<file path="src/rtl/estacao_reserva_ua_pkg.sv">
// Shared definitions for the add/sub/address reservation station.
// Contents: widths, opcodes, the per-entry record, the FU-side state enum
// and a helper that maps an entry index to its broadcast tag.
package estacao_reserva_ua_pkg;

    localparam int TAG_W  = 3;
    localparam int DATA_W = 16;
    localparam int CDB_W  = TAG_W + DATA_W;

    localparam logic [TAG_W-1:0] TAG_NONE = '0;

    typedef enum logic [2:0] {
        OP_NONE = 3'b000,
        OP_ADD  = 3'b001,
        OP_SUB  = 3'b010,
        OP_LD   = 3'b011,
        OP_ST   = 3'b100
    } op_e;

    // One station slot. busy/disp encode FREE/WAIT/READY/EXEC together
    // with the Q fields.
    typedef struct packed {
        logic              busy;
        logic              disp;
        op_e               op;
        logic [DATA_W-1:0] vj;
        logic [DATA_W-1:0] vk;
        logic [TAG_W-1:0]  qj;
        logic [TAG_W-1:0]  qk;
    } rs_entry_t;

    // Functional unit side: either nothing dispatched or one entry executing.
    typedef enum logic {
        FU_IDLE = 1'b0,
        FU_EXEC = 1'b1
    } fu_state_e;

    function automatic logic [TAG_W-1:0] entry_tag(input int base_id, input int idx);
        return TAG_W'(base_id + idx);
    endfunction

endpackage

</file>
<file path="src/rtl/estacao_reserva_ua_if.sv">
// Bundle of the station's issue, CDB and functional-unit signals.
// slave  : the reservation station itself.
// master : the surroundings (issue stage, CDB, functional unit).
interface estacao_reserva_ua_if #(
    parameter int N_ENTRIES = 3
);
    import estacao_reserva_ua_pkg::*;

    // issue stage
    logic                 issue_valid;
    logic [2:0]           issue_op;
    logic [DATA_W-1:0]    issue_vj;
    logic [DATA_W-1:0]    issue_vk;
    logic [TAG_W-1:0]     issue_qj;
    logic [TAG_W-1:0]     issue_qk;
    logic                 issue_ready;
    logic [TAG_W-1:0]     issue_tag;
    // common data bus
    logic                 cdb_valid;
    logic [CDB_W-1:0]     cdb_bus;
    // functional unit
    logic                 fu_conf;
    logic [TAG_W-1:0]     fu_tag;
    logic [DATA_W-1:0]    Dado1;
    logic [DATA_W-1:0]    Dado2;
    logic [2:0]           op;
    logic [TAG_W-1:0]     ID_out;
    // debug
    logic [N_ENTRIES-1:0] busy_vec;

    modport slave (
        input  issue_valid, issue_op, issue_vj, issue_vk, issue_qj, issue_qk,
        input  cdb_valid, cdb_bus, fu_conf, fu_tag,
        output issue_ready, issue_tag, Dado1, Dado2, op, ID_out, busy_vec
    );

    modport master (
        output issue_valid, issue_op, issue_vj, issue_vk, issue_qj, issue_qk,
        output cdb_valid, cdb_bus, fu_conf, fu_tag,
        input  issue_ready, issue_tag, Dado1, Dado2, op, ID_out, busy_vec
    );

endinterface

</file>
<file path="src/rtl/estacao_reserva_ua_prio_enc_low.sv">
// Lowest-set-bit priority encoder.
// Ports: req   - request vector
//        valid - at least one request bit set
//        idx   - index of the lowest set bit (0 when valid=0)
module prio_enc_low #(
    parameter int N     = 3,
    parameter int IDX_W = (N > 1) ? $clog2(N) : 1
) (
    input  logic [N-1:0]     req,
    output logic             valid,
    output logic [IDX_W-1:0] idx
);

    // NOTE: every output of a combinational block gets a default before any
    // conditional assignment; a missing path would otherwise infer a latch.
    always_comb begin
        valid = 1'b0;
        idx   = '0;
        // Scan downwards so the lowest set bit is the last one written.
        for (int i = N - 1; i >= 0; i--) begin
            if (req[i]) begin
                valid = 1'b1;
                idx   = IDX_W'(i);
            end
        end
    end

endmodule

</file>
<file path="src/rtl/estacao_reserva_ua.sv">
// Reservation station feeding the integer add/sub/address unit.
// Holds issued instructions until both operands are valid (capturing them
// from the CDB), then dispatches one at a time and holds the FU inputs
// stable until the unit confirms completion with the matching tag.
// Ports: CLK - clock, rising edge
//        CLR - asynchronous reset, active low
//        bus - station side of estacao_reserva_ua_if (issue, CDB, FU, debug)
module estacao_reserva_ua
    import estacao_reserva_ua_pkg::*;
#(
    parameter int N_ENTRIES = 3,
    parameter int BASE_ID   = 1
) (
    input logic                  CLK,
    input logic                  CLR,
    estacao_reserva_ua_if.slave  bus
);

    localparam int IDX_W = (N_ENTRIES > 1) ? $clog2(N_ENTRIES) : 1;

    rs_entry_t            ent_q [N_ENTRIES];
    rs_entry_t            ent_d [N_ENTRIES];

    logic [N_ENTRIES-1:0] free_vec;
    logic [N_ENTRIES-1:0] ready_vec;
    logic [N_ENTRIES-1:0] busy_v;
    logic                 free_any;
    logic                 ready_any;
    logic [IDX_W-1:0]     free_idx;
    logic [IDX_W-1:0]     ready_idx;

    fu_state_e            fu_state_q;
    fu_state_e            fu_state_d;
    logic                 do_dispatch;
    logic                 do_complete;

    logic [DATA_W-1:0]    dado1_q, dado1_d;
    logic [DATA_W-1:0]    dado2_q, dado2_d;
    op_e                  op_q, op_d;
    logic [TAG_W-1:0]     id_q, id_d;

    logic [TAG_W-1:0]     cdb_tag;
    logic [DATA_W-1:0]    cdb_val;
    logic                 cdb_hit;
    logic                 issue_take;

    assign cdb_tag    = bus.cdb_bus[CDB_W-1:DATA_W];
    assign cdb_val    = bus.cdb_bus[DATA_W-1:0];
    assign cdb_hit    = bus.cdb_valid && (cdb_tag != TAG_NONE);
    assign issue_take = bus.issue_valid && free_any;

    // Per-entry status from registered state only, so a capture on one edge
    // makes the entry dispatchable on the following edge at the earliest.
    always_comb begin
        free_vec  = '0;
        ready_vec = '0;
        busy_v    = '0;
        for (int i = 0; i < N_ENTRIES; i++) begin
            free_vec[i]  = !ent_q[i].busy;
            busy_v[i]    = ent_q[i].busy;
            ready_vec[i] = ent_q[i].busy && !ent_q[i].disp &&
                           (ent_q[i].qj == TAG_NONE) && (ent_q[i].qk == TAG_NONE);
        end
    end

    prio_enc_low #(.N(N_ENTRIES), .IDX_W(IDX_W)) u_free_sel (
        .req   (free_vec),
        .valid (free_any),
        .idx   (free_idx)
    );

    prio_enc_low #(.N(N_ENTRIES), .IDX_W(IDX_W)) u_ready_sel (
        .req   (ready_vec),
        .valid (ready_any),
        .idx   (ready_idx)
    );

    // FU-side FSM: next state and the registered FU operand/tag outputs.
    // Completion drops to idle, so the next dispatch is one edge later.
    always_comb begin
        fu_state_d  = fu_state_q;
        do_dispatch = 1'b0;
        do_complete = 1'b0;
        dado1_d     = dado1_q;
        dado2_d     = dado2_q;
        op_d        = op_q;
        id_d        = id_q;
        case (fu_state_q)
            FU_IDLE: begin
                if (ready_any) begin
                    do_dispatch = 1'b1;
                    fu_state_d  = FU_EXEC;
                    dado1_d     = ent_q[ready_idx].vj;
                    dado2_d     = ent_q[ready_idx].vk;
                    op_d        = ent_q[ready_idx].op;
                    id_d        = entry_tag(BASE_ID, int'(ready_idx));
                end
            end
            FU_EXEC: begin
                // Tag-0 pulses and stale tags simply fail this compare.
                if (bus.fu_conf && (bus.fu_tag == id_q)) begin
                    do_complete = 1'b1;
                    fu_state_d  = FU_IDLE;
                    dado1_d     = '0;
                    dado2_d     = '0;
                    op_d        = OP_NONE;
                    id_d        = TAG_NONE;
                end
            end
            default: fu_state_d = FU_IDLE;
        endcase
    end

    // Entry updates. Issue only targets an entry free in registered state,
    // so it never collides with the entry being completed this edge.
    always_comb begin
        for (int i = 0; i < N_ENTRIES; i++) begin
            ent_d[i] = ent_q[i];

            if (cdb_hit && ent_q[i].busy) begin
                if (ent_q[i].qj == cdb_tag) begin
                    ent_d[i].vj = cdb_val;
                    ent_d[i].qj = TAG_NONE;
                end
                if (ent_q[i].qk == cdb_tag) begin
                    ent_d[i].vk = cdb_val;
                    ent_d[i].qk = TAG_NONE;
                end
            end

            if (do_dispatch && (ready_idx == IDX_W'(i))) begin
                ent_d[i].disp = 1'b1;
            end

            // At most one entry has disp set: the one currently executing.
            if (do_complete && ent_q[i].disp) begin
                ent_d[i] = '0;
            end

            if (issue_take && (free_idx == IDX_W'(i))) begin
                ent_d[i].busy = 1'b1;
                ent_d[i].disp = 1'b0;
                ent_d[i].op   = op_e'(bus.issue_op);
                // Bypass: a producer broadcasting in the issue cycle would
                // otherwise be missed forever.
                if (cdb_hit && (bus.issue_qj == cdb_tag)) begin
                    ent_d[i].vj = cdb_val;
                    ent_d[i].qj = TAG_NONE;
                end else begin
                    ent_d[i].vj = bus.issue_vj;
                    ent_d[i].qj = bus.issue_qj;
                end
                if (cdb_hit && (bus.issue_qk == cdb_tag)) begin
                    ent_d[i].vk = cdb_val;
                    ent_d[i].qk = TAG_NONE;
                end else begin
                    ent_d[i].vk = bus.issue_vk;
                    ent_d[i].qk = bus.issue_qk;
                end
            end
        end
    end

    // NOTE: the entry array is reset in full, not just its busy bits: a
    // reset must discard in-flight work and leave values observable as zero.
    always_ff @(posedge CLK or negedge CLR) begin
        if (!CLR) begin
            for (int i = 0; i < N_ENTRIES; i++) begin
                ent_q[i] <= '0;
            end
        end else begin
            for (int i = 0; i < N_ENTRIES; i++) begin
                ent_q[i] <= ent_d[i];
            end
        end
    end

    // NOTE: sequential state uses non-blocking assignments so every register
    // samples pre-edge values regardless of statement order.
    always_ff @(posedge CLK or negedge CLR) begin
        if (!CLR) begin
            fu_state_q <= FU_IDLE;
            dado1_q    <= '0;
            dado2_q    <= '0;
            op_q       <= OP_NONE;
            id_q       <= TAG_NONE;
        end else begin
            fu_state_q <= fu_state_d;
            dado1_q    <= dado1_d;
            dado2_q    <= dado2_d;
            op_q       <= op_d;
            id_q       <= id_d;
        end
    end

    assign bus.issue_ready = free_any;
    assign bus.issue_tag   = free_any ? entry_tag(BASE_ID, int'(free_idx)) : TAG_NONE;
    assign bus.Dado1       = dado1_q;
    assign bus.Dado2       = dado2_q;
    assign bus.op          = op_q;
    assign bus.ID_out      = id_q;
    assign bus.busy_vec    = busy_v;

endmodule

</file>
<file path="src/flat_wrapper.sv">
// flat-port wrapper written by rule: the top's interface ports become plain ports
module estacao_reserva_ua_flat import estacao_reserva_ua_pkg::*;
#(
    parameter int N_ENTRIES = 3,
    parameter int BASE_ID   = 1
)
  (CLK, CLR, bus_issue_valid, bus_issue_op, bus_issue_vj, bus_issue_vk, bus_issue_qj, bus_issue_qk, bus_cdb_valid, bus_cdb_bus, bus_fu_conf, bus_fu_tag, bus_issue_ready, bus_issue_tag, bus_Dado1, bus_Dado2, bus_op, bus_ID_out, bus_busy_vec);
  estacao_reserva_ua_if #(.N_ENTRIES(N_ENTRIES)) bus_i ();
  input logic CLK;
  input logic CLR;
  input wire logic [$bits(bus_i.issue_valid)-1:0] bus_issue_valid;
  input wire logic [$bits(bus_i.issue_op)-1:0] bus_issue_op;
  input wire logic [$bits(bus_i.issue_vj)-1:0] bus_issue_vj;
  input wire logic [$bits(bus_i.issue_vk)-1:0] bus_issue_vk;
  input wire logic [$bits(bus_i.issue_qj)-1:0] bus_issue_qj;
  input wire logic [$bits(bus_i.issue_qk)-1:0] bus_issue_qk;
  input wire logic [$bits(bus_i.cdb_valid)-1:0] bus_cdb_valid;
  input wire logic [$bits(bus_i.cdb_bus)-1:0] bus_cdb_bus;
  input wire logic [$bits(bus_i.fu_conf)-1:0] bus_fu_conf;
  input wire logic [$bits(bus_i.fu_tag)-1:0] bus_fu_tag;
  output wire logic [$bits(bus_i.issue_ready)-1:0] bus_issue_ready;
  output wire logic [$bits(bus_i.issue_tag)-1:0] bus_issue_tag;
  output wire logic [$bits(bus_i.Dado1)-1:0] bus_Dado1;
  output wire logic [$bits(bus_i.Dado2)-1:0] bus_Dado2;
  output wire logic [$bits(bus_i.op)-1:0] bus_op;
  output wire logic [$bits(bus_i.ID_out)-1:0] bus_ID_out;
  output wire logic [$bits(bus_i.busy_vec)-1:0] bus_busy_vec;
  assign bus_i.issue_valid = bus_issue_valid;
  assign bus_i.issue_op = bus_issue_op;
  assign bus_i.issue_vj = bus_issue_vj;
  assign bus_i.issue_vk = bus_issue_vk;
  assign bus_i.issue_qj = bus_issue_qj;
  assign bus_i.issue_qk = bus_issue_qk;
  assign bus_i.cdb_valid = bus_cdb_valid;
  assign bus_i.cdb_bus = bus_cdb_bus;
  assign bus_i.fu_conf = bus_fu_conf;
  assign bus_i.fu_tag = bus_fu_tag;
  assign bus_issue_ready = bus_i.issue_ready;
  assign bus_issue_tag = bus_i.issue_tag;
  assign bus_Dado1 = bus_i.Dado1;
  assign bus_Dado2 = bus_i.Dado2;
  assign bus_op = bus_i.op;
  assign bus_ID_out = bus_i.ID_out;
  assign bus_busy_vec = bus_i.busy_vec;
  estacao_reserva_ua #(.N_ENTRIES(N_ENTRIES), .BASE_ID(BASE_ID)) u_core (.CLK(CLK), .CLR(CLR), .bus(bus_i));
endmodule
</file>
<file path="config.mk">
export PLATFORM = sky130hd
export DESIGN_NAME = estacao_reserva_ua_flat
export DESIGN_NICKNAME = d
export VERILOG_FILES = /design/src/rtl/estacao_reserva_ua_pkg.sv /design/src/rtl/estacao_reserva_ua_if.sv /design/src/rtl/estacao_reserva_ua_prio_enc_low.sv /design/src/rtl/estacao_reserva_ua.sv /design/src/flat_wrapper.sv
export SDC_FILE = /design/constraint.sdc
export NUM_CORES = 1
export LEC_CHECK = 0
export ABC_CLOCK_PERIOD_IN_PS = 7550
export CORE_MARGIN = 2
export CORE_UTILIZATION = 50
export CTS_BUF_LIST = sky130_fd_sc_hd__clkbuf_8
export DETAILED_ROUTE_END_ITERATION = 8
export GPL_TIMING_DRIVEN = 0
export HOLD_SLACK_MARGIN = 0.02
export MAX_ROUTING_LAYER = met4
export PLACE_DENSITY = 0.8
export SLEW_MARGIN = 20
export SYNTH_ARGS = -nofsm -noshare
export SYNTH_HDL_FRONTEND = slang
export SYNTH_SLANG_ARGS = --single-unit
export TNS_END_PERCENT = 50
</file>
<file path="constraint.sdc">
create_clock -name CLK -period 7.55 [get_ports CLK]
set_clock_uncertainty 0.2 [all_clocks]
set_input_delay 1.51 -clock CLK [delete_from_list [all_inputs] [get_ports CLK]]
set_output_delay 1.51 -clock CLK [all_outputs]
set_load 0.01 [all_outputs]
</file>
==> impl_metrics.toml <==
[power_and_ir_drop]
internal-power_mw = 2.78
power_mw = 4.48
p_per_area_mw_per_mm2 = 428
clockPowerShare_pct = 16.1
p_sw_share_pct = 37.8
switchingPower_mw = 1.69
combPwrFrac_pct = 49.1
pwr-share-seq_pct = 34.9
p_leak_nw = 4.54
peakVddDrop_v = 0.000193

[route]
drc = 0
num_vias = 6833
avgViaCountPerCell = 6.07
dr.pass1.iters = 5
totalWireLength_um = 24000
antenna_left = 0
first_iter_violations = 626
routedWlPerCell_um = 21.3

[sta]
final_max_slew_viol_count = 0
min_period_ns = 4.01
tightestPinTransition_ns = 0.928
rsz0062_at_grt = "no"
fin_crit_sh_pct = 53.1
setup_viol = 0
slew_headroom_pct = 36.4
fmax_mhz = 249
hold_viol = 0

[final_layout]
utilization_pct = 61.3
multi_input_area_sq_mm = 0.00406
diodes = 0
seqCellArea_sq_mm = 0.00420
fillers = 1416
drive_gt1_share_pct = 12.3
layout.nets = 961
area_delta_synth_final_pct = 21.3

[logic_synthesis]
synth.distinct_cells = 50
yosysMostFrequentCell = "dfrtp_1"
async_reset_ff_share_pct = 100
seq_area_frac_synth_pct = 48.8
syn_area_per_cell_sq_um = 11.3
yosysWarnings = 0
ys_ff_latch = 168
synth_top_cell_area_share_pct = 48.8
syn-num-nets = 833
synth_area_leaders = "dfrtp_1 49%, mux2_1 11%, a22o_1 9.9%, nor2_1 3.1%, a22oi_1 2.8%"
syn_area_sq_mm = 0.00862
dominantRegCellSynth = "dfrtp_1"
yosysTopAreaCell = "dfrtp_1"
synth_cells = 761
yosys-top-cells-count = "168 x dfrtp_1, 97 x a22o_1, 81 x mux2_1"
synth-edff-count = 0

[clocking]
clockRootBuffer = "clkbuf_8"
cts_buffers = 17
cts_resized = 0
cts_tree = "done"
hold_buffers = 0
cts-htree-levels = 4
cts_max_path_buffers = 2
cts.sinks = 168
clock_latency_ns = 0.48
post_cts_buffers = 0
clk_pin_slew_ns = 0.09

[placement]
dp_hpwl_um = 16900
portBuffers = 108
routabilityCongestion = 0.938

[critical_path]
startpoint_type = "input port"
critical_path_required_ns = 7.71
crit_arrival_ns = 4.18
path_class = "in2reg"
cp_max_fo = 10
end_kind = "flip-flop"

[global_route]
gr-total-overflow = 0
grt_pass1_wl_um = 38200
grt_max_degree = 99
grt_pass1_vias = 6788
grt_usage_pct = 28.4
antenna_found_initial = 0

[min_path]
min-delay-path-class = "reg2reg"

[die]
design.core.area_sq_mm = 0.0171
die_area_sq_mm = 0.0183
die_h_um = 135
dieWidth_um = 135
row_count = 48
initial_core_util_pct = 50.5
io_pins = 113

[flow_run]
maxCapViolCount = 0

[outcome]
status = "finished, final reports clean"
## logic make-up (layout without fill, tap and decap cells)
logic type               Yosys count  count (layout)  synth area share (%)
AO/OA/AOI/OAI                    212             212                  19.2
AND/OR/NAND/NOR                  181             181                  10.8
flip-flops                       168             168                  48.8
multiplexers                     106             106                  13.8
buffers and inverters             62             202                  4.08
XOR/XNOR                          27              27                  2.74
adder cells (fa/ha/maj)            4               4                 0.581
other                              1               1                0.0435
## power groups by stage
stage | clock network, mW | registers (mW) | logic, mW
final | 0.719 | 1.56 | 2.20
after global routing | 0.762 | 1.61 | 2.37
after CTS | 0.720 | 1.56 | 2.19
after detailed placement | 0 | 1.57 | 2.17
after global placement | 0 | 1.55 | 2.13
after floorplan | 0 | 1.53 | 1.50
## per-stage QoR
step           cell area (sq um)  hold WS, ns  TNS [ns]  std cells  setup WS (ns)
2_1_floorplan               8620        0.259         0        761           4.11
3_3_place_gp                9980        0.270   -364.27       1094          -2.18
3_5_place_dp               10000        0.277         0       1095           3.14
4_1_cts                    10500        0.295         0       1126           3.64
5_1_grt                    10500        0.306         0       1126           3.40
6_report                   10500        0.294         0       1126           3.54
## sequential cells by signal, summed over array words and instances, names as in the netlist
signal               flops
u_core.bus.Dado1        16
u_core.bus.Dado2        16
u_core.bus.ID_out        3
u_core.bus.busy_vec      3
u_core.bus.op            3
u_core.ent_q           126
u_core.fu_state_q        1
## worst paths after layout
check / start / to / slack (ns) / cells past startpoint
min: u_core.ent_q[62]$_DFFE_PN0P_ / u_core.ent_q[62]$_DFFE_PN0P_ / 0.29 / 1
min reg2reg: u_core.ent_q[62]$_DFFE_PN0P_ / u_core.ent_q[62]$_DFFE_PN0P_ / 0.29 / 1
max reg2reg: u_core.ent_q[48]$_DFFE_PN0P_ / u_core.bus.Dado2[11]$_DFFE_PN0P_ / 4.42 / 6
max in group asynchronous: CLR / u_core.ent_q[27]$_DFFE_PN0P_ / 5.48 / 2
max: bus_fu_tag[1] / u_core.ent_q[57]$_DFFE_PN0P_ / 3.54 / 7
min in group asynchronous: CLR / u_core.ent_q[74]$_DFFE_PN0P_ / 0.79 / 1
## area by class of cell
cell class / count / area share [%]
plain buffers: 53 / 3.02
repair buffers: 109 / 10.7
well taps: 225 / 2.69
clock inverters: 10 / 1.45
inverters: 9 / 0.347
flip-flops and latches: 168 / 40.2
multi-input cells: 531 / 38.9
clock buffers: 21 / 2.76
## worst max-delay path: stages
cell and delay [ns]:
clkdlybuf4s50_1 0.43, xor2_1 0.20, nor4_2 0.62, mux2i_1 0.49, clkbuf_1 0.36, a22o_1 0.27
mux2_1 0.28
## routing by layer
layer / vias to the layer above / routed length, um / global-route usage [%]
li1: 3052 / - / -
met1: 3407 / 10200 / 38.1
met2: 309 / 11300 / 43.1
met3: 65 / 1690 / 4.98
met4: 0 / 745 / 11.5
met5: - / 0 / -
## cell usage in the layout, fill, tap and decap left out, drive strengths merged, types with 12 or more instances in the layout
cell and instances:
nand2 40, clkdlybuf4s50 107, nor2 78, a22o 97, nand2b 34, mux2 102, a22oi 32, a31oi 35
clkbuf 40, inv 12, buf 36, dfrtp 168, a21oi 37, xor2 21
(Power assumes the default switching activity.)
